[src/rtl/cpu_pkg.sv]
// Shared CPU package: loader FSM state encoding, word geometry and the
// partial-word padding helper used by the instruction-memory loader.
package cpu_pkg;

  localparam int unsigned WORD_BYTES = 4;

  typedef enum logic [2:0] {
    StIdle,
    StLoad,
    StFlush,
    StDone,
    StErr
  } ld_state_e;

  // Left-justify a partially assembled word: 'w' holds (nbytes_m1 + 1) bytes
  // in its low-order bytes; the unfilled low-order bytes become zero.
  function automatic logic [31:0] pad_word(input logic [31:0] w, input logic [1:0] nbytes_m1);
    int unsigned sh;
    sh = 8 * (WORD_BYTES - 1 - int'(nbytes_m1));
    return w << sh;
  endfunction

endpackage

[src/rtl/im_loader.sv]
// Instruction-memory loader: assembles a byte stream (MSB first) into 32-bit
// words and writes them to consecutive instruction-memory addresses.
//   clk, reset_n                 : clock, async active-low reset
//   start                        : pulse, begins a session (ignored in LOAD/FLUSH)
//   byte_valid/data/last, ready  : byte stream handshake; last marks image end
//   im_we, im_addr, im_wdata     : registered one-cycle word write
//   busy, done, overflow         : session status
//   word_count                   : words written this session
module im_loader
  import cpu_pkg::*;
#(
  parameter int unsigned ADDR_W = 10
) (
  input  logic              clk,
  input  logic              reset_n,
  input  logic              start,
  input  logic              byte_valid,
  input  logic [7:0]        byte_data,
  input  logic              byte_last,
  output logic              byte_ready,
  output logic              im_we,
  output logic [ADDR_W-1:0] im_addr,
  output logic [31:0]       im_wdata,
  output logic              busy,
  output logic              done,
  output logic              overflow,
  output logic [ADDR_W:0]   word_count
);

  // Pointer value one past the last valid address; reaching it means full.
  localparam logic [ADDR_W:0] Depth = {1'b1, {ADDR_W{1'b0}}};
  localparam logic [1:0] LastByte = 2'(WORD_BYTES - 1);

  ld_state_e         state_q, state_d;
  logic [31:0]       asm_q, asm_d;
  logic [1:0]        cnt_q, cnt_d;
  logic [ADDR_W:0]   ptr_q, ptr_d;
  logic              we_q, we_d;
  logic [ADDR_W-1:0] addr_q, addr_d;
  logic [31:0]       wdata_q, wdata_d;

  logic [31:0] shifted;
  logic        xfer;

  assign shifted = {asm_q[23:0], byte_data};
  assign xfer    = byte_valid && (state_q == StLoad);

  always_comb begin
    state_d = state_q;
    asm_d   = asm_q;
    cnt_d   = cnt_q;
    ptr_d   = ptr_q;
    we_d    = 1'b0;
    addr_d  = addr_q;
    wdata_d = wdata_q;

    unique case (state_q)
      StIdle, StDone, StErr: begin
        if (start) begin
          state_d = StLoad;
          asm_d   = '0;
          cnt_d   = '0;
          ptr_d   = '0;
        end
      end
      StLoad: begin
        if (xfer) begin
          asm_d = shifted;
          cnt_d = cnt_q + 2'd1;
          // A word is attempted on its 4th byte, or early on the final byte.
          if ((cnt_q == LastByte) || byte_last) begin
            if (ptr_q == Depth) begin
              state_d = StErr;
            end else begin
              we_d    = 1'b1;
              addr_d  = ptr_q[ADDR_W-1:0];
              wdata_d = (cnt_q == LastByte) ? shifted : pad_word(shifted, cnt_q);
              ptr_d   = ptr_q + (ADDR_W + 1)'(1);
              if (byte_last) begin
                // The registered strobe of the final word lands in FLUSH.
                state_d = StFlush;
              end
            end
          end
        end
      end
      StFlush: state_d = StDone;
      default: state_d = StIdle;
    endcase
  end

  always_ff @(posedge clk or negedge reset_n) begin
    if (!reset_n) begin
      state_q <= StIdle;
      asm_q   <= '0;
      cnt_q   <= '0;
      ptr_q   <= '0;
      we_q    <= 1'b0;
      addr_q  <= '0;
      wdata_q <= '0;
    end else begin
      state_q <= state_d;
      asm_q   <= asm_d;
      cnt_q   <= cnt_d;
      ptr_q   <= ptr_d;
      we_q    <= we_d;
      addr_q  <= addr_d;
      wdata_q <= wdata_d;
    end
  end

  assign byte_ready = (state_q == StLoad);
  assign busy       = (state_q == StLoad) || (state_q == StFlush);
  assign done       = (state_q == StDone);
  assign overflow   = (state_q == StErr);
  assign im_we      = we_q;
  assign im_addr    = addr_q;
  assign im_wdata   = wdata_q;
  assign word_count = ptr_q;

endmodule

[config.mk]
export PLATFORM = sky130hd
export DESIGN_NAME = im_loader
export DESIGN_NICKNAME = d
export VERILOG_FILES = /design/src/rtl/cpu_pkg.sv /design/src/rtl/im_loader.sv
export SDC_FILE = /design/constraint.sdc
export NUM_CORES = 1
export LEC_CHECK = 0
export CELL_PAD_IN_SITES_DETAIL_PLACEMENT = 0
export CELL_PAD_IN_SITES_GLOBAL_PLACEMENT = 1
export CORE_MARGIN = 1
export CORE_UTILIZATION = 41
export CTS_CLUSTER_SIZE = 14
export DETAILED_ROUTE_END_ITERATION = 8
export HOLD_SLACK_MARGIN = 0.12
export PLACE_DENSITY = 0.78
export SLEW_MARGIN = 10
export SYNTH_ARGS = -nofsm -noshare
export SYNTH_HDL_FRONTEND = slang
export SYNTH_SLANG_ARGS = --single-unit
[constraint.sdc]
create_clock -name clk -period 2.5 [get_ports clk]
set_input_delay 0.25 -clock clk [delete_from_list [all_inputs] [get_ports clk]]
set_output_delay 0.25 -clock clk [all_outputs]
set_load 0.05 [all_outputs]
==> impl_metrics.json <==
{
  "ys_ff_latch": 83,
  "drtIter0Drc": 228,
  "finalMaxSlewViolations": 0,
  "reg2reg_depth": 4,
  "antenna_cells": 0,
  "synthArstFlopShare_pct": 100.0,
  "clock_sinks": 83,
  "routed_wl_um": 9635,
  "die_w_um": 101.1,
  "p_per_area_mw_per_mm2": 1267,
  "initial_utilization_pct": 42.99,
  "port_buffers": 70,
  "finalHoldViolCount": 0,
  "crit_path_start_kind": "flop",
  "postRouteAntennaNets": 0,
  "nets": 463,
  "crit_fanout": 9,
  "ys_seq_area_share_pct": 51.55,
  "cp_data_required_time_ns": 2.25,
  "grt_pass1_vias": 3046,
  "die_area_mm2": 0.01023,
  "path_clk_slew_ns": 0.09,
  "cts_tree": "built",
  "cp.depth": 4,
  "final_layout_size_suffix_gt1_share_pct": 10.84,
  "hold_class": "input port to asynchronous set/reset pin",
  "worstSetupEndpointType": "primary output",
  "dp_hpwl_um": 6519,
  "route.met3.wl_um": 467,
  "grt_max_degree": 66,
  "route.layer.met1.wl_um": 4949,
  "grtUsageTotal_pct": 20.47,
  "finalSetupViolCount": 0,
  "multi_input_area_mm2": 0.001708,
  "slew_headroom_pct": 30.19,
  "die_height_um": 101.1,
  "avgSynthCellArea_um2": 10.46,
  "final_common_cell": "dfrtp_1",
  "htree_num_levels": 3,
  "drc": 0,
  "grt_overflow": 0,
  "cap_violations": 0,
  "fmax_mhz": 439.7,
  "r2r_setup_slack_ns": 0.24,
  "clk_latency_ns": 0.35,
  "ys.flop_type": "dfrtp_1",
  "yosys_warnings": 0,
  "crit_path_max_incr_delay_ns": 0.55,
  "fillers": 904,
  "coreArea_mm2": 0.009371,
  "power_leakage_nw": 2.265,
  "period_share_pct": 90.97,
  "numCtsBuffers": 9,
  "yosysUniqueCellTypes": 49,
  "fin_hold_ws_ns": 0.4069,
  "synth_edf_count": 0,
  "r2r_start": "state_q[2]$_DFFE_PN0P_",
  "path_buf_inv": 2,
  "final_area_mm2": 0.004992,
  "ctsLongestPathBuffers": 2,
  "cts_setup_buffers": 0,
  "vias": 3215,
  "grt_pass1_wl_um": 16280,
  "tightest_slew_ns": 1.047,
  "syn-instance-count": 385,
  "area_growth_pct": 23.91,
  "num_rows": 35,
  "viasPerCell": 5.534,
  "crit_type": "flop to primary output",
  "dpl-instance-area_mm2": 0.004776,
  "final-seq-area_mm2": 0.002077,
  "path_cells": "nand2b_1 -> or2_1 -> clkinv_8 -> dlygate4sd2_1",
  "slowest_stage": "dlygate4sd2_1",
  "cp.arrival_ns": 2.02,
  "rsz0062_at_grt": "no",
  "wl_per_cell_um": 16.58,
  "highest_layer": "met4",
  "final_cell_mix": "dfrtp_1 (83), clkdlybuf4s50_1 (68), nand2_1 (64)",
  "synthesis.nets": 401,
  "place.gp.congestion": 0.8530,
  "finalSetupTns_ns": 0,
  "route.met2.wl_um": 4111,
  "antenna_found_initial": 0,
  "io_pins": 71,
  "synth_area_mm2": 0.004029,
  "status": "finished clean",
  "irDropWorstVdd_mv": 0.6453,
  "finClkSkew_ns": 0.01667,
  "min_period_ns": 2.274,
  "critPathTopFamily": "buffers and inverters",
  "r2r_end": "cnt_q[0]$_DFFE_PN0P_",
  "first_pass_iters": 5,
  "cts.root.buffer_cell": "clkbuf_8"
}
==> repair_timing <==
item | in CTS | in global routing
hold endpoints to repair | 35 | 0
setup endpoints to repair | 1 | 0
gates resized for setup | 1 | 0
hold buffers | 1 | 0
==> registers in the layout (all words and copies together), names as in the netlist <==
register and count:
im_wdata 32, asm_q 24, word_count 11, im_addr 10, state_q 3, cnt_q 2, im_we 1
==> per-stage QoR <==
step                power (mW)  std cells  utilization (%)  setup WS [ns]
detailed placement       5.368        564            50.96         0.2067
floorplan                4.441        385                -         0.5376
global route             6.723        581            53.27        0.06506
global placement         5.313        564            50.96         0.2309
CTS                      6.371        581            53.27         0.1996
finish                   6.326        581            53.27         0.2259
==> report_power, final <==
group	total [mW]	internal [mW]	switching (mW)	leakage (nW)
Clock	0.998	0.500	0.498	0.108
Sequential	2.18	1.77	0.407	1.11
Combinational	3.15	1.10	2.05	1.05
Total	6.33	3.37	2.95	2.27
==> worst register-to-register path, delay by kind of cell (launching register included) <==
| family | cells | cell delay [ns] |
|---|---|---|
| and+or+nand+nor | 2 | 0.56 |
| muxes | 1 | 0.31 |
| DFF | 1 | 0.44 |
| AOI/OAI and AO/OA | 1 | 0.89 |
==> cell type report <==
| cell class | instances | share of cell area (%) |
|---|---|---|
| Tap cell | 129 | 3.233 |
| Multi-Input combinational cell | 267 | 34.21 |
| Inverter | 5 | 0.6266 |
| Clock inverter | 6 | 1.404 |
| Sequential cell | 83 | 41.60 |
| Clock buffer | 10 | 2.757 |
| Timing Repair Buffer | 81 | 16.17 |
==> synthesized netlist by cell type, drive strengths merged, types with 4 or more instances <==
library cell	number	area share (%)
a221oi	8	2.5
a22o	37	8.0
o22a	8	1.7
clkbuf	8	0.75
nand3	12	1.5
o22ai	9	1.6
mux2	10	2.8
dfrtp	83	52
buf	22	4.5
a21oi	10	1.2
nand2	65	6.1
a21o	4	0.75
a222oi	7	1.7
o31ai	4	0.75
inv	4	0.37
nor2	25	2.3
o21ai	31	3.9
==> routing by layer <==
layer	vias to the layer above	global-route usage, %
li1	1546	-
met1	1564	33.36
met2	96	27.05
met3	9	3.175
met4	0	6.912
met5	-	0
==> cell families (layout without fill, tap and decap cells) <==
logic type / Yosys count / in the layout / synth area share [%]
flops: 83 / 83 / 51.55
fa+ha+maj: 3 / 3 / 0.9318
compound gates: 125 / 125 / 23.82
simple gates: 128 / 128 / 14.63
mux: 10 / 10 / 2.795
buf+inv: 35 / 102 / 6.056
xor+xnor: 1 / 1 / 0.2174
==> how the worst max path moves through the flow <==
stage	startpoint	endpoint	slack, ns
6_report	state_q[2]$_DFFE_PN0P_	byte_ready	0.23
4_1_cts	state_q[2]$_DFFE_PN0P_	byte_ready	0.20
5_1_grt	state_q[2]$_DFFE_PN0P_	cnt_q[0]$_DFFE_PN0P_	0.07
3_5_place_dp	byte_valid	im_wdata[4]$_DFFE_PN0P_	0.21
3_3_place_gp	byte_valid	im_wdata[6]$_DFFE_PN0P_	0.23
2_1_floorplan	word_count[4]$_DFFE_PN0P_	word_count[0]$_DFFE_PN0P_	0.54
Power figures use the tool's default switching activity.
